File: config.mk
export PLATFORM = sky130hd
export DESIGN_NAME = mips_pipeline_ctrl_flat
export DESIGN_NICKNAME = d
export VERILOG_FILES = /design/src/rtl/mips_define.sv /design/src/rtl/mips_pipeline_ctrl_if.sv /design/src/rtl/mips_hazard_detect.sv /design/src/rtl/mips_pipeline_ctrl.sv /design/src/flat_wrapper.sv
export SDC_FILE = /design/constraint.sdc
export NUM_CORES = 1
export LEC_CHECK = 0
export ABC_AREA = 1
export CAP_MARGIN = 10
export CORE_AREA = 5 5 143 145
export CTS_CLUSTER_DIAMETER = 80
export DETAILED_ROUTE_END_ITERATION = 10
export DIE_AREA = 0 0 148 150
export SYNTH_ARGS = -nofsm -noshare
export SYNTH_HDL_FRONTEND = slang
export SYNTH_SLANG_ARGS = --single-unit
File: constraint.sdc
create_clock -name clk -period 3.6 [get_ports clk]
set_input_delay 0.54 -clock clk [delete_from_list [all_inputs] [get_ports clk]]
set_output_delay 0.54 -clock clk [all_outputs]
set_load 0.005 [all_outputs]
File: src/rtl/mips_define.sv
// Shared types and constants for the MIPS64 pipeline stall/flush sequencer.
package mips_define;

    localparam int unsigned XLEN  = 64;
    localparam int unsigned REG_W = 5;

    localparam logic [XLEN-1:0] EXC_VECTOR_DEFAULT = 64'h0000_0000_8000_0180;

    typedef enum logic [1:0] {
        RUN           = 2'd0,
        DRAIN         = 2'd1,
        REDIRECT_EXC  = 2'd2,
        REDIRECT_ERET = 2'd3
    } ctrl_state_t;

    typedef enum logic [4:0] {
        EXC_INT = 5'd0,
        EXC_SYS = 5'd8,
        EXC_BP  = 5'd9,
        EXC_RI  = 5'd10,
        EXC_OV  = 5'd12
    } exc_code_t;

    typedef enum logic [1:0] {
        PC_SEQ = 2'd0,
        PC_EXC = 2'd1,
        PC_EPC = 2'd2
    } pc_sel_t;

    // Winning exception/ERET request for the current cycle
    typedef struct packed {
        logic            take;
        logic            eret;
        logic            ovf;
        exc_code_t       code;
        logic [XLEN-1:0] epc;
    } exc_req_t;

endpackage

File: src/rtl/mips_pipeline_ctrl_if.sv
// Status inputs from ID/EX/MEM/CP0 and stall/flush/redirect controls back to the pipeline.
interface mips_pipeline_ctrl_if;

    logic                                 id_valid;
    logic [mips_define::XLEN-1:0]         id_pc;
    logic [mips_define::REG_W-1:0]        id_rs;
    logic [mips_define::REG_W-1:0]        id_rt;
    logic                                 id_uses_rs;
    logic                                 id_B_is_reg;
    logic                                 id_jr;
    logic                                 id_except;
    logic                                 id_syscall;
    logic                                 id_break;
    logic                                 id_eret;
    logic                                 ex_valid;
    logic [mips_define::XLEN-1:0]         ex_pc;
    logic                                 ex_mem_read;
    logic                                 ex_we;
    logic [mips_define::REG_W-1:0]        ex_rd;
    logic                                 ex_overflow;
    logic                                 mem_mem_read;
    logic [mips_define::REG_W-1:0]        mem_rd;
    logic                                 mem_busy;
    logic                                 irq;
    logic                                 cp0_ie;
    logic                                 cp0_exl;
    logic [mips_define::XLEN-1:0]         cp0_epc;

    logic                                 pc_stall;
    logic                                 if_id_stall;
    logic                                 id_ex_stall;
    logic                                 ex_mem_stall;
    logic                                 mem_wb_stall;
    logic                                 if_id_flush;
    logic                                 id_ex_flush;
    logic                                 ex_mem_flush;
    logic [1:0]                           pc_sel;
    logic [mips_define::XLEN-1:0]         redirect_pc;
    logic                                 exc_commit;
    logic [4:0]                           exc_code;
    logic [mips_define::XLEN-1:0]         epc_out;
    logic                                 eret_commit;

    modport master (
        input  id_valid, id_pc, id_rs, id_rt, id_uses_rs, id_B_is_reg, id_jr,
               id_except, id_syscall, id_break, id_eret,
               ex_valid, ex_pc, ex_mem_read, ex_we, ex_rd, ex_overflow,
               mem_mem_read, mem_rd, mem_busy, irq, cp0_ie, cp0_exl, cp0_epc,
        output pc_stall, if_id_stall, id_ex_stall, ex_mem_stall, mem_wb_stall,
               if_id_flush, id_ex_flush, ex_mem_flush, pc_sel, redirect_pc,
               exc_commit, exc_code, epc_out, eret_commit
    );

    modport slave (
        output id_valid, id_pc, id_rs, id_rt, id_uses_rs, id_B_is_reg, id_jr,
               id_except, id_syscall, id_break, id_eret,
               ex_valid, ex_pc, ex_mem_read, ex_we, ex_rd, ex_overflow,
               mem_mem_read, mem_rd, mem_busy, irq, cp0_ie, cp0_exl, cp0_epc,
        input  pc_stall, if_id_stall, id_ex_stall, ex_mem_stall, mem_wb_stall,
               if_id_flush, id_ex_flush, ex_mem_flush, pc_sel, redirect_pc,
               exc_commit, exc_code, epc_out, eret_commit
    );

endinterface

File: src/rtl/mips_hazard_detect.sv
// Combinational load-use and ID-resolved-jump hazard detection.
module mips_hazard_detect
    import mips_define::*;
(
    input  logic             id_uses_rs,
    input  logic             id_B_is_reg,
    input  logic             id_jr,
    input  logic [REG_W-1:0] id_rs,
    input  logic [REG_W-1:0] id_rt,
    input  logic             ex_mem_read,
    input  logic             ex_we,
    input  logic [REG_W-1:0] ex_rd,
    input  logic             mem_mem_read,
    input  logic [REG_W-1:0] mem_rd,
    output logic             bubble_c
);

    logic load_use_c;
    logic jump_c;

    // Load in EX whose result an ID source operand needs next cycle
    always_comb begin
        load_use_c = ex_mem_read && (ex_rd != '0) &&
                     ((id_uses_rs && (ex_rd == id_rs)) || (id_B_is_reg && (ex_rd == id_rt)));
    end

    // jr/jalr reads rs in ID, so any in-flight producer of rs must land first
    always_comb begin
        jump_c = id_jr && (id_rs != '0) &&
                 ((ex_we && (ex_rd == id_rs)) || (mem_mem_read && (mem_rd == id_rs)));
    end

    // Either hazard inserts the same one-cycle bubble
    always_comb begin
        bubble_c = load_use_c || jump_c;
    end

endmodule

File: src/rtl/mips_pipeline_ctrl.sv
// Pipeline stall/flush sequencer: hazard bubbles, memory freeze, precise exceptions and ERET.
module mips_pipeline_ctrl
    import mips_define::*;
#(
    parameter logic [XLEN-1:0] EXC_VECTOR = EXC_VECTOR_DEFAULT
) (
    input  logic                 clk,
    input  logic                 rst_n,
    mips_pipeline_ctrl_if.master bus
);

    ctrl_state_t     state;
    ctrl_state_t     state_next;
    exc_code_t       code_q;
    exc_code_t       code_d;
    logic [XLEN-1:0] epc_q;
    logic [XLEN-1:0] epc_d;
    logic            kind_eret_q;
    logic            kind_eret_d;
    exc_req_t        req;
    logic            bubble_c;

    mips_hazard_detect u_hazard (
        .id_uses_rs   (bus.id_uses_rs),
        .id_B_is_reg  (bus.id_B_is_reg),
        .id_jr        (bus.id_jr),
        .id_rs        (bus.id_rs),
        .id_rt        (bus.id_rt),
        .ex_mem_read  (bus.ex_mem_read),
        .ex_we        (bus.ex_we),
        .ex_rd        (bus.ex_rd),
        .mem_mem_read (bus.mem_mem_read),
        .mem_rd       (bus.mem_rd),
        .bubble_c     (bubble_c)
    );

    // Oldest-first selection: EX overflow beats every ID-stage cause
    always_comb begin
        req = '0;
        if (bus.ex_valid && bus.ex_overflow) begin
            req.take = 1'b1;
            req.ovf  = 1'b1;
            req.code = EXC_OV;
            req.epc  = bus.ex_pc;
        end else if (bus.id_valid && bus.id_except) begin
            req.take = 1'b1;
            req.code = EXC_RI;
            req.epc  = bus.id_pc;
        end else if (bus.id_valid && bus.id_syscall) begin
            req.take = 1'b1;
            req.code = EXC_SYS;
            req.epc  = bus.id_pc;
        end else if (bus.id_valid && bus.id_break) begin
            req.take = 1'b1;
            req.code = EXC_BP;
            req.epc  = bus.id_pc;
        end else if (bus.irq && bus.cp0_ie && !bus.cp0_exl && bus.id_valid) begin
            req.take = 1'b1;
            req.code = EXC_INT;
            req.epc  = bus.id_pc;
        end else if (bus.id_valid && bus.id_eret) begin
            req.eret = 1'b1;
        end
    end

    // Next state and stage controls; everything stays quiet while reset is held
    always_comb begin
        state_next       = state;
        code_d           = code_q;
        epc_d            = epc_q;
        kind_eret_d      = kind_eret_q;
        bus.pc_stall     = 1'b0;
        bus.if_id_stall  = 1'b0;
        bus.id_ex_stall  = 1'b0;
        bus.ex_mem_stall = 1'b0;
        bus.mem_wb_stall = 1'b0;
        bus.if_id_flush  = 1'b0;
        bus.id_ex_flush  = 1'b0;
        bus.ex_mem_flush = 1'b0;
        bus.pc_sel       = PC_SEQ;
        bus.redirect_pc  = '0;
        bus.exc_commit   = 1'b0;
        bus.eret_commit  = 1'b0;
        if (rst_n) begin
            case (state)
                RUN: begin
                    if (req.take || req.eret) begin
                        kind_eret_d = req.eret;
                        if (req.take) begin
                            code_d = req.code;
                            epc_d  = req.epc;
                        end
                        bus.pc_stall     = 1'b1;
                        bus.if_id_flush  = 1'b1;
                        bus.id_ex_flush  = 1'b1;
                        bus.ex_mem_flush = req.ovf;
                        state_next       = DRAIN;
                    end else if (bus.mem_busy) begin
                        bus.pc_stall     = 1'b1;
                        bus.if_id_stall  = 1'b1;
                        bus.id_ex_stall  = 1'b1;
                        bus.ex_mem_stall = 1'b1;
                        bus.mem_wb_stall = 1'b1;
                    end else if (bubble_c) begin
                        bus.pc_stall    = 1'b1;
                        bus.if_id_stall = 1'b1;
                        bus.id_ex_flush = 1'b1;
                    end
                end
                DRAIN: begin
                    bus.pc_stall    = 1'b1;
                    bus.if_id_flush = 1'b1;
                    bus.id_ex_flush = 1'b1;
                    if (!bus.mem_busy) begin
                        state_next = kind_eret_q ? REDIRECT_ERET : REDIRECT_EXC;
                    end
                end
                REDIRECT_EXC: begin
                    bus.pc_sel      = PC_EXC;
                    bus.redirect_pc = EXC_VECTOR;
                    bus.exc_commit  = 1'b1;
                    bus.if_id_flush = 1'b1;
                    state_next      = RUN;
                end
                REDIRECT_ERET: begin
                    bus.pc_sel      = PC_EPC;
                    bus.redirect_pc = bus.cp0_epc;
                    bus.eret_commit = 1'b1;
                    bus.if_id_flush = 1'b1;
                    state_next      = RUN;
                end
                default: begin
                    state_next = RUN;
                end
            endcase
        end
    end

    // State plus latched cause/EPC/kind, synchronously cleared by reset
    always_ff @(posedge clk) begin
        if (!rst_n) begin
            state       <= RUN;
            code_q      <= EXC_INT;
            epc_q       <= '0;
            kind_eret_q <= 1'b0;
        end else begin
            state       <= state_next;
            code_q      <= code_d;
            epc_q       <= epc_d;
            kind_eret_q <= kind_eret_d;
        end
    end

    assign bus.exc_code = code_q;
    assign bus.epc_out  = epc_q;

endmodule

File: src/flat_wrapper.sv
// flat-port wrapper written by rule: the top's interface ports become plain ports
module mips_pipeline_ctrl_flat import mips_define::*;
#(
    parameter logic [XLEN-1:0] EXC_VECTOR = EXC_VECTOR_DEFAULT
)
  (clk, rst_n, bus_id_valid, bus_id_pc, bus_id_rs, bus_id_rt, bus_id_uses_rs, bus_id_B_is_reg, bus_id_jr, bus_id_except, bus_id_syscall, bus_id_break, bus_id_eret, bus_ex_valid, bus_ex_pc, bus_ex_mem_read, bus_ex_we, bus_ex_rd, bus_ex_overflow, bus_mem_mem_read, bus_mem_rd, bus_mem_busy, bus_irq, bus_cp0_ie, bus_cp0_exl, bus_cp0_epc, bus_pc_stall, bus_if_id_stall, bus_id_ex_stall, bus_ex_mem_stall, bus_mem_wb_stall, bus_if_id_flush, bus_id_ex_flush, bus_ex_mem_flush, bus_pc_sel, bus_redirect_pc, bus_exc_commit, bus_exc_code, bus_epc_out, bus_eret_commit);
  mips_pipeline_ctrl_if bus_i ();
  input  logic clk;
  input  logic rst_n;
  input wire logic [$bits(bus_i.id_valid)-1:0] bus_id_valid;
  input wire logic [$bits(bus_i.id_pc)-1:0] bus_id_pc;
  input wire logic [$bits(bus_i.id_rs)-1:0] bus_id_rs;
  input wire logic [$bits(bus_i.id_rt)-1:0] bus_id_rt;
  input wire logic [$bits(bus_i.id_uses_rs)-1:0] bus_id_uses_rs;
  input wire logic [$bits(bus_i.id_B_is_reg)-1:0] bus_id_B_is_reg;
  input wire logic [$bits(bus_i.id_jr)-1:0] bus_id_jr;
  input wire logic [$bits(bus_i.id_except)-1:0] bus_id_except;
  input wire logic [$bits(bus_i.id_syscall)-1:0] bus_id_syscall;
  input wire logic [$bits(bus_i.id_break)-1:0] bus_id_break;
  input wire logic [$bits(bus_i.id_eret)-1:0] bus_id_eret;
  input wire logic [$bits(bus_i.ex_valid)-1:0] bus_ex_valid;
  input wire logic [$bits(bus_i.ex_pc)-1:0] bus_ex_pc;
  input wire logic [$bits(bus_i.ex_mem_read)-1:0] bus_ex_mem_read;
  input wire logic [$bits(bus_i.ex_we)-1:0] bus_ex_we;
  input wire logic [$bits(bus_i.ex_rd)-1:0] bus_ex_rd;
  input wire logic [$bits(bus_i.ex_overflow)-1:0] bus_ex_overflow;
  input wire logic [$bits(bus_i.mem_mem_read)-1:0] bus_mem_mem_read;
  input wire logic [$bits(bus_i.mem_rd)-1:0] bus_mem_rd;
  input wire logic [$bits(bus_i.mem_busy)-1:0] bus_mem_busy;
  input wire logic [$bits(bus_i.irq)-1:0] bus_irq;
  input wire logic [$bits(bus_i.cp0_ie)-1:0] bus_cp0_ie;
  input wire logic [$bits(bus_i.cp0_exl)-1:0] bus_cp0_exl;
  input wire logic [$bits(bus_i.cp0_epc)-1:0] bus_cp0_epc;
  output wire logic [$bits(bus_i.pc_stall)-1:0] bus_pc_stall;
  output wire logic [$bits(bus_i.if_id_stall)-1:0] bus_if_id_stall;
  output wire logic [$bits(bus_i.id_ex_stall)-1:0] bus_id_ex_stall;
  output wire logic [$bits(bus_i.ex_mem_stall)-1:0] bus_ex_mem_stall;
  output wire logic [$bits(bus_i.mem_wb_stall)-1:0] bus_mem_wb_stall;
  output wire logic [$bits(bus_i.if_id_flush)-1:0] bus_if_id_flush;
  output wire logic [$bits(bus_i.id_ex_flush)-1:0] bus_id_ex_flush;
  output wire logic [$bits(bus_i.ex_mem_flush)-1:0] bus_ex_mem_flush;
  output wire logic [$bits(bus_i.pc_sel)-1:0] bus_pc_sel;
  output wire logic [$bits(bus_i.redirect_pc)-1:0] bus_redirect_pc;
  output wire logic [$bits(bus_i.exc_commit)-1:0] bus_exc_commit;
  output wire logic [$bits(bus_i.exc_code)-1:0] bus_exc_code;
  output wire logic [$bits(bus_i.epc_out)-1:0] bus_epc_out;
  output wire logic [$bits(bus_i.eret_commit)-1:0] bus_eret_commit;
  assign bus_i.id_valid = bus_id_valid;
  assign bus_i.id_pc = bus_id_pc;
  assign bus_i.id_rs = bus_id_rs;
  assign bus_i.id_rt = bus_id_rt;
  assign bus_i.id_uses_rs = bus_id_uses_rs;
  assign bus_i.id_B_is_reg = bus_id_B_is_reg;
  assign bus_i.id_jr = bus_id_jr;
  assign bus_i.id_except = bus_id_except;
  assign bus_i.id_syscall = bus_id_syscall;
  assign bus_i.id_break = bus_id_break;
  assign bus_i.id_eret = bus_id_eret;
  assign bus_i.ex_valid = bus_ex_valid;
  assign bus_i.ex_pc = bus_ex_pc;
  assign bus_i.ex_mem_read = bus_ex_mem_read;
  assign bus_i.ex_we = bus_ex_we;
  assign bus_i.ex_rd = bus_ex_rd;
  assign bus_i.ex_overflow = bus_ex_overflow;
  assign bus_i.mem_mem_read = bus_mem_mem_read;
  assign bus_i.mem_rd = bus_mem_rd;
  assign bus_i.mem_busy = bus_mem_busy;
  assign bus_i.irq = bus_irq;
  assign bus_i.cp0_ie = bus_cp0_ie;
  assign bus_i.cp0_exl = bus_cp0_exl;
  assign bus_i.cp0_epc = bus_cp0_epc;
  assign bus_pc_stall = bus_i.pc_stall;
  assign bus_if_id_stall = bus_i.if_id_stall;
  assign bus_id_ex_stall = bus_i.id_ex_stall;
  assign bus_ex_mem_stall = bus_i.ex_mem_stall;
  assign bus_mem_wb_stall = bus_i.mem_wb_stall;
  assign bus_if_id_flush = bus_i.if_id_flush;
  assign bus_id_ex_flush = bus_i.id_ex_flush;
  assign bus_ex_mem_flush = bus_i.ex_mem_flush;
  assign bus_pc_sel = bus_i.pc_sel;
  assign bus_redirect_pc = bus_i.redirect_pc;
  assign bus_exc_commit = bus_i.exc_commit;
  assign bus_exc_code = bus_i.exc_code;
  assign bus_epc_out = bus_i.epc_out;
  assign bus_eret_commit = bus_i.eret_commit;
  mips_pipeline_ctrl #(.EXC_VECTOR(EXC_VECTOR)) u_core (.clk(clk), .rst_n(rst_n), .bus(bus_i));
endmodule
### Word-level counts from Yosys, hierarchy flattened

Index checks and enable logic that the tools add are counted.

| operators by class | value |
|---|---|
| equality and inequality tests | 8 |
| multiplexer cells | 51 |
| reduce and logical (&&, ||, !) cells | 29 |

Operators with widths:

| cell | number |
|---|---|
| 69-bit 2-to-1 mux | 4 |
| 64-bit 2-to-1 mux | 2 |
| 64-bit case mux with 2 select lines | 1 |
| 1-bit 2-to-1 mux | 36 |
| 1-bit logical AND | 16 |
| 5-bit equality test | 3 |
| 5-bit nonzero test | 2 |
| 2-bit 2-to-1 mux | 3 |
| 1-bit case mux with 2 select lines | 3 |
| 2-bit case mux with 3 select lines | 1 |
| 2-bit equality test, second input constant | 2 |
| 1-bit logical OR | 4 |
| 2-bit case mux with 2 select lines | 1 |
| 2-bit AND reduction | 2 |
| 3-bit AND reduction | 1 |
| 3-bit OR reduction | 1 |
| 2-bit by 1-bit equality test with 1-bit output, second input constant | 1 |
| 2-bit logical NOT | 1 |
| 2-bit by 1-bit inequality test with 1-bit output, second input constant | 1 |
| 2-bit inequality test, second input constant | 1 |
| 2-bit OR reduction | 1 |
| 1-bit logical NOT | 1 |

| storage, ports and cells | value |
|---|---|
| bits in registers | 72 |
| input bits | 231 |
| output and inout bits | 145 |
| logic and storage cells | 92 |

### Longest topological paths before layout

| depth | value |
|---|---|
| depth after elaboration | 12 |
| mapped depth | 12 |
| gate-level depth less buffers | 10 |

### By module

A second synthesis with hierarchy kept.

| second synthesis, totals | value |
|---|---|
| cells, all modules | 1,034 |
| area total of the unflattened synthesis | 5,242.5 µm² |

By module, submodules not included:

| module | instances | cells an instance | area each (µm²) | seq. area each (µm²) |
|---|---|---|---|---|
| mips_pipeline_ctrl | 1 | 964 | 4,928.5 | 1,421.4 |
| mips_hazard_detect | 1 | 70 | 314.1 | 0.0 |

### Worst setup path before layout

OpenSTA, ideal clock, no wires.

| timing | value |
|---|---|
| kind | input -> output |
| start point | input bus_id_valid |
| end point | output bus_id_ex_stall |
| data arrival time | 1.498 ns |
| data required time | 3.060 ns |
| path slack | 1.562 ns |
| stages on the path | 8 |
| buffers on the path | 1 |
| cell sequence | nand2_1 inv_2 nor2_2 nand2_2 nor2_2 nand3_1 nor3_1 buf_4 |

| on the way | value |
|---|---|
| longest elaborated chain between the ends | 11 |
| elaborated cells between the ends (all ways) | 20 |
| those cells by class | mux (14); reduce/logical (6) |

RTL lines:

| element | RTL line | RTL |
|---|---|---|
| from (decl) | flat_wrapper.sv:10 | `input wire logic [$bits(bus_i.id_valid)-1:0] bus_id_valid;` |
| 1-bit logical AND | mips_pipeline_ctrl.sv:61 | `end else if (bus.id_valid && bus.id_eret) begin` |
| 1-bit 2-to-1 mux | mips_pipeline_ctrl.sv:61 |  |
| 1-bit 2-to-1 mux | mips_pipeline_ctrl.sv:57 | `end else if (bus.irq && bus.cp0_ie && !bus.cp0_exl && bus.id_valid) begin` |
| 1-bit 2-to-1 mux | mips_pipeline_ctrl.sv:53 | `end else if (bus.id_valid && bus.id_break) begin` |
| 1-bit 2-to-1 mux | mips_pipeline_ctrl.sv:49 | `end else if (bus.id_valid && bus.id_syscall) begin` |
| 1-bit 2-to-1 mux | mips_pipeline_ctrl.sv:45 | `end else if (bus.id_valid && bus.id_except) begin` |
| 1-bit 2-to-1 mux | mips_pipeline_ctrl.sv:40 | `if (bus.ex_valid && bus.ex_overflow) begin` |
| 1-bit logical OR (*) | mips_pipeline_ctrl.sv:87 | `if (req.take \|\| req.eret) begin` |
| 1-bit 2-to-1 mux (*) (3 in series) | - |  |
| to (decl) | flat_wrapper.sv:36 | `output wire logic [$bits(bus_i.id_ex_stall)-1:0] bus_id_ex_stall;` |

Mark *: on every way between the ends. The rest lies on a longest branch, timed or not.

### Final worst setup path

| timing | value |
|---|---|
| start point | input bus_id_valid |
| end point | output bus_ex_mem_stall |

| on the way | value |
|---|---|
| longest elaborated chain between the ends | 11 |
| elaborated cells between the ends (all ways) | 20 |
| those cells by class | mux (14); reduce/logical (6) |

RTL lines:

| element | RTL line | RTL |
|---|---|---|
| 1-bit logical AND | mips_pipeline_ctrl.sv:61 |  |
| 1-bit 2-to-1 mux | mips_pipeline_ctrl.sv:61 |  |
| 1-bit 2-to-1 mux | mips_pipeline_ctrl.sv:57 |  |
| 1-bit 2-to-1 mux | mips_pipeline_ctrl.sv:53 |  |
| 1-bit 2-to-1 mux | mips_pipeline_ctrl.sv:49 |  |
| 1-bit 2-to-1 mux | mips_pipeline_ctrl.sv:45 |  |
| 1-bit 2-to-1 mux | mips_pipeline_ctrl.sv:40 |  |
| 1-bit logical OR (*) | mips_pipeline_ctrl.sv:87 |  |
| 1-bit 2-to-1 mux (*) | mips_pipeline_ctrl.sv:87 |  |
| 1-bit 2-to-1 mux (*) | mips_pipeline_ctrl.sv:85 | `case (state)` |
| 1-bit 2-to-1 mux (*) | mips_pipeline_ctrl.sv:84 | `if (rst_n) begin` |
| to (decl) | flat_wrapper.sv:37 | `output wire logic [$bits(bus_i.ex_mem_stall)-1:0] bus_ex_mem_stall;` |

Marked as above.

==> report_table.html <==
<table>
<tr><th>Metric</th><th>Value</th></tr>
<tr><th colspan="2">Status</th></tr>
<tr><td>Status</td><td>finished, final reports clean</td></tr>
<tr><th colspan="2">Layout</th></tr>
<tr><td>Layout-stage area growth over the synthesis result</td><td>102%</td></tr>
<tr><td>Fraction of final layout cells with drive strength greater than 1</td><td>4.09%</td></tr>
<tr><td>ANT cells</td><td>0</td></tr>
<tr><td>Final nets</td><td>1204</td></tr>
<tr><td>Total non-filler cell area in the finished layout</td><td>0.00815 mm²</td></tr>
<tr><td>Leading cell types in the layout, fill and taps excluded</td><td>clkdlybuf4s50_1, nand2_1, nor2_1, inv_1</td></tr>
<tr><td>Commonest non-fill, non-tap cell in the layout</td><td>clkdlybuf4s50_1</td></tr>
<tr><th colspan="2">Pwr</th></tr>
<tr><td>Portion of total power attributed to combinational logic</td><td>34.9%</td></tr>
<tr><td>Clock Power Share</td><td>30.3%</td></tr>
<tr><td>Register share of total power</td><td>34.7%</td></tr>
<tr><td>Standby leakage power</td><td>3.35 nW</td></tr>
<tr><td>Reported net switching power</td><td>845 µW</td></tr>
<tr><td>Max IR drop VDD</td><td>0.191 mV</td></tr>
<tr><td>Internal power</td><td>1.98 mW</td></tr>
<tr><td>Share of total power consumed by net switching</td><td>29.9%</td></tr>
<tr><td>Power density relative to cell area</td><td>346 mW/mm²</td></tr>
<tr><th colspan="2">Global route</th></tr>
<tr><td>Leftover overflow at the end of global routing</td><td>0</td></tr>
<tr><td>Global Route Usage Sum</td><td>17.8%</td></tr>
<tr><td>Pin count of the biggest net entering global routing</td><td>69</td></tr>
<tr><td>Vias in the first global route</td><td>5337</td></tr>
<tr><td>Initial antenna violation count</td><td>1</td></tr>
<tr><td>Wire length of the first global-routing pass</td><td>30.6 mm</td></tr>
<tr><th colspan="2">Detailed routing</th></tr>
<tr><td>Number of nets still failing antenna checks after routing</td><td>0</td></tr>
<tr><td>Highest routed layer</td><td>met5</td></tr>
<tr><td>Via density per instance</td><td>4.51</td></tr>
<tr><td>Amount of wire on met2 after detailed routing</td><td>9.83 mm</td></tr>
<tr><td>Final Routed Wirelength</td><td>21.0 mm</td></tr>
<tr><td>Number of DRC violations after detailed routing</td><td>0</td></tr>
<tr><td>First drt pass iteration count</td><td>5</td></tr>
<tr><td>Total via count after detailed routing</td><td>5489</td></tr>
<tr><td>Wire length per cell</td><td>17.3 µm</td></tr>
<tr><td>Wire length on met3</td><td>2.20 mm</td></tr>
<tr><td>Starting DRC count in detailed routing</td><td>177</td></tr>
<tr><td>Total routed wire length on the met1 layer</td><td>8.39 mm</td></tr>
<tr><th colspan="2">Yosys</th></tr>
<tr><td>Yosys cell types</td><td>30</td></tr>
<tr><td>Number of storage elements in the synthesis netlist</td><td>71</td></tr>
<tr><td>Count of mapped cells out of synthesis</td><td>631</td></tr>
<tr><td>Dominant synthesized flop cell</td><td>dfxtp_1</td></tr>
<tr><td>Number of warnings printed during yosys synthesis</td><td>0</td></tr>
<tr><td>Mean instance size in the synthesized netlist</td><td>6.40 µm²</td></tr>
<tr><td>Top cells by area in the synthesized netlist</td><td>dfxtp_1, a31oi_1, nand2_1, o21ai_0, nand3_1</td></tr>
<tr><td>Number of nets in the synthesized netlist</td><td>862</td></tr>
<tr><td>Number of flops mapped to enable cells by yosys</td><td>0</td></tr>
<tr><td>Share of flip-flops with an asynchronous set or reset after synthesis</td><td>0%</td></tr>
<tr><td>Portion of the post-synthesis area used by sequential elements</td><td>35.2%</td></tr>
<tr><td>Most area-hungry cell type in the Yosys netlist</td><td>dfxtp_1</td></tr>
<tr><td>Synth top area share</td><td>35.2%</td></tr>
<tr><td>Synthesized area</td><td>0.00404 mm²</td></tr>
<tr><th colspan="2">CTS</th></tr>
<tr><td>Hold_buf cts</td><td>0</td></tr>
<tr><td>Clock sink count</td><td>71</td></tr>
<tr><td>Root buffer cell</td><td>clkbuf_16</td></tr>
<tr><td>Clock tree from TritonCTS</td><td>built</td></tr>
<tr><td>Clock transition time at the flip-flop clock pins of the worst setup and hold paths</td><td>0.06 ns</td></tr>
<tr><td>Resized Gates After CTS</td><td>0</td></tr>
<tr><td>Htree depth</td><td>3</td></tr>
<tr><td>Max Buffers Root-to-Sink</td><td>2</td></tr>
<tr><td>Post-CTS Setup Bufs</td><td>0</td></tr>
<tr><td>Number of buffers created by CTS</td><td>9</td></tr>
<tr><td>Worst-Skew Late Latency</td><td>0.34 ns</td></tr>
<tr><th colspan="2">Placed design</th></tr>
<tr><td>DP HPWL</td><td>16.3 mm</td></tr>
<tr><td>Buffers added on ports</td><td>374</td></tr>
<tr><td>Weighted congestion reported at the end of routability-driven placement</td><td>0.804</td></tr>
<tr><td>Placed inst area</td><td>0.00787 mm²</td></tr>
<tr><td>Pre-CTS WS</td><td>0.476 ns</td></tr>
<tr><th colspan="2">STA</th></tr>
<tr><td>Final Skew</td><td>0.0102 ns</td></tr>
<tr><td>Worst Slack Setup Final</td><td>0.487 ns</td></tr>
<tr><td>Tmin final</td><td>3.11 ns</td></tr>
<tr><td>Final count of negative-setup-slack endpoints</td><td>0</td></tr>
<tr><td>Achievable Freq</td><td>321 MHz</td></tr>
<tr><td>Count of final max-slew check failures</td><td>0</td></tr>
<tr><td>Final Hold Viols</td><td>0</td></tr>
<tr><td>Max transition margin</td><td>48.5%</td></tr>
<tr><td>Unrepaired setup endpoints after global routing</td><td>no</td></tr>
<tr><td>Final worst-path cycle share</td><td>86.5%</td></tr>
<tr><td>Transition time at the pin with the least slew margin</td><td>0.772 ns</td></tr>
<tr><td>Setup Total Neg Slack</td><td>0 ns</td></tr>
<tr><th colspan="2">Die</th></tr>
<tr><td>Std-Cell Rows</td><td>51</td></tr>
<tr><td>Starting density of the core</td><td>21.2%</td></tr>
<tr><td>Vertical extent of the die</td><td>150 µm</td></tr>
<tr><td>Floorplan die width</td><td>148 µm</td></tr>
<tr><td>Number of placed I/O pins</td><td>376</td></tr>
<tr><td>Area of the core region</td><td>0.0191 mm²</td></tr>
<tr><td>Die Outline Area</td><td>0.0222 mm²</td></tr>
<tr><th colspan="2">Worst setup path</th></tr>
<tr><td>Worst Path Required</td><td>3.06 ns</td></tr>
<tr><td>Critical Path Sink Type</td><td>output pin</td></tr>
<tr><td>Element type at the critical path start</td><td>input pin</td></tr>
<tr><td>Data arrival time of the worst path</td><td>2.57 ns</td></tr>
<tr><td>Maximum net fanout on the critical path</td><td>6</td></tr>
<tr><td>Worst setup path category</td><td>in -&gt; out</td></tr>
<tr><th colspan="2">Flow run</th></tr>
<tr><td># Max-Cap Violations</td><td>0</td></tr>
<tr><th colspan="2">Hold path</th></tr>
<tr><td>HP Class</td><td>reg -&gt; reg</td></tr>
</table>
## worst paths after layout
check	startpoint	endpoint	slack [ns]	cells past startpoint
setup / recovery	bus_id_valid	bus_ex_mem_stall	0.49	9
hold reg to reg	u_core.bus.exc_code[1]	u_core.bus.exc_code[1]	0.46	2
hold / removal	u_core.bus.exc_code[1]	u_core.bus.exc_code[1]	0.46	2
setup reg to reg	u_core.state[0]	u_core.bus.epc_out[16]	1.89	6
## flip-flops by register name, summed over array words and instances (netlist names)
name,cells
u_core.bus.epc_out,64
u_core.bus.exc_code,4
u_core.state,2
u_core.kind_eret_q,1
## cells by family after synthesis
kind of cell           after synthesis  synth area share (%)
AND/OR/NAND/NOR                    274                  28.6
AO/OA/AOI/OAI                      144                  20.3
buffers and inverters              138                  15.2
flip-flops                          71                  35.2
XOR/XNOR                             3                 0.650
other                                1                0.0928
## cells in the mapped netlist, types with 2 or more instances
cell and count:
nand4_1 5, clkbuf_2 6, inv_1 82, nand2_1 102, xor2_1 2, nand3_1 70
a21oi_1 2, nor2_2 2, inv_2 2, o21ai_2 2, dfxtp_1 71, buf_4 4
clkbuf_1 25, nor3_1 3, buf_2 9, nor2_1 88, a31oi_1 66, buf_6 8
o21ai_0 71
## stage by stage
stage / utilization, % / total power [mW] / instances / hold slack (ns)
after floorplan: - / 1.38 / 631 / 0.460
after global placement: 41.2 / 2.00 / 1200 / 0.453
after detailed placement: 41.2 / 1.99 / 1200 / 0.457
after CTS: 42.7 / 2.87 / 1216 / 0.466
after global routing: 42.7 / 3.01 / 1216 / 0.503
final: 42.7 / 2.83 / 1216 / 0.464
## per-layer routing
| layer | track usage (%) | vias up |
|---|---|---|
| met5 | 0 | - |
| met4 | 6.14 | 2 |
| met3 | 7.06 | 35 |
| met2 | 29.3 | 255 |
| met1 | 21.2 | 2448 |
| li1 | - | 2749 |
## worst max-delay path: stages
cell and delay [ns]:
clkdlybuf4s50_1 0.50, nand2_1 0.12, inv_2 0.05, nor2_2 0.13, nand2_2 0.07, nor2_2 0.12, nand3_1 0.17, nor3_1 0.30
clkdlybuf4s50_1 0.57
## area by class of cell
class | count | area (µm²)
inverter | 86 | 325
timing repair buffer | 383 | 3820
multi-input combinational | 422 | 2010
clock buffer | 10 | 239
clock inverter | 6 | 45.0
fill | 1961 | 10900
tap | 238 | 298
sequential | 71 | 1420
## power groups by stage
stage               Clock (mW)  Sequential, mW  Combinational [mW]
CTS                      0.889           0.981                1.00
global route             0.923           0.998                1.08
finish                   0.857           0.981               0.987
global placement             0           0.989                1.01
floorplan                    0            1.00               0.375
detailed placement           0           0.995               0.998
Note: power is estimated with default switching activity, not from simulation.
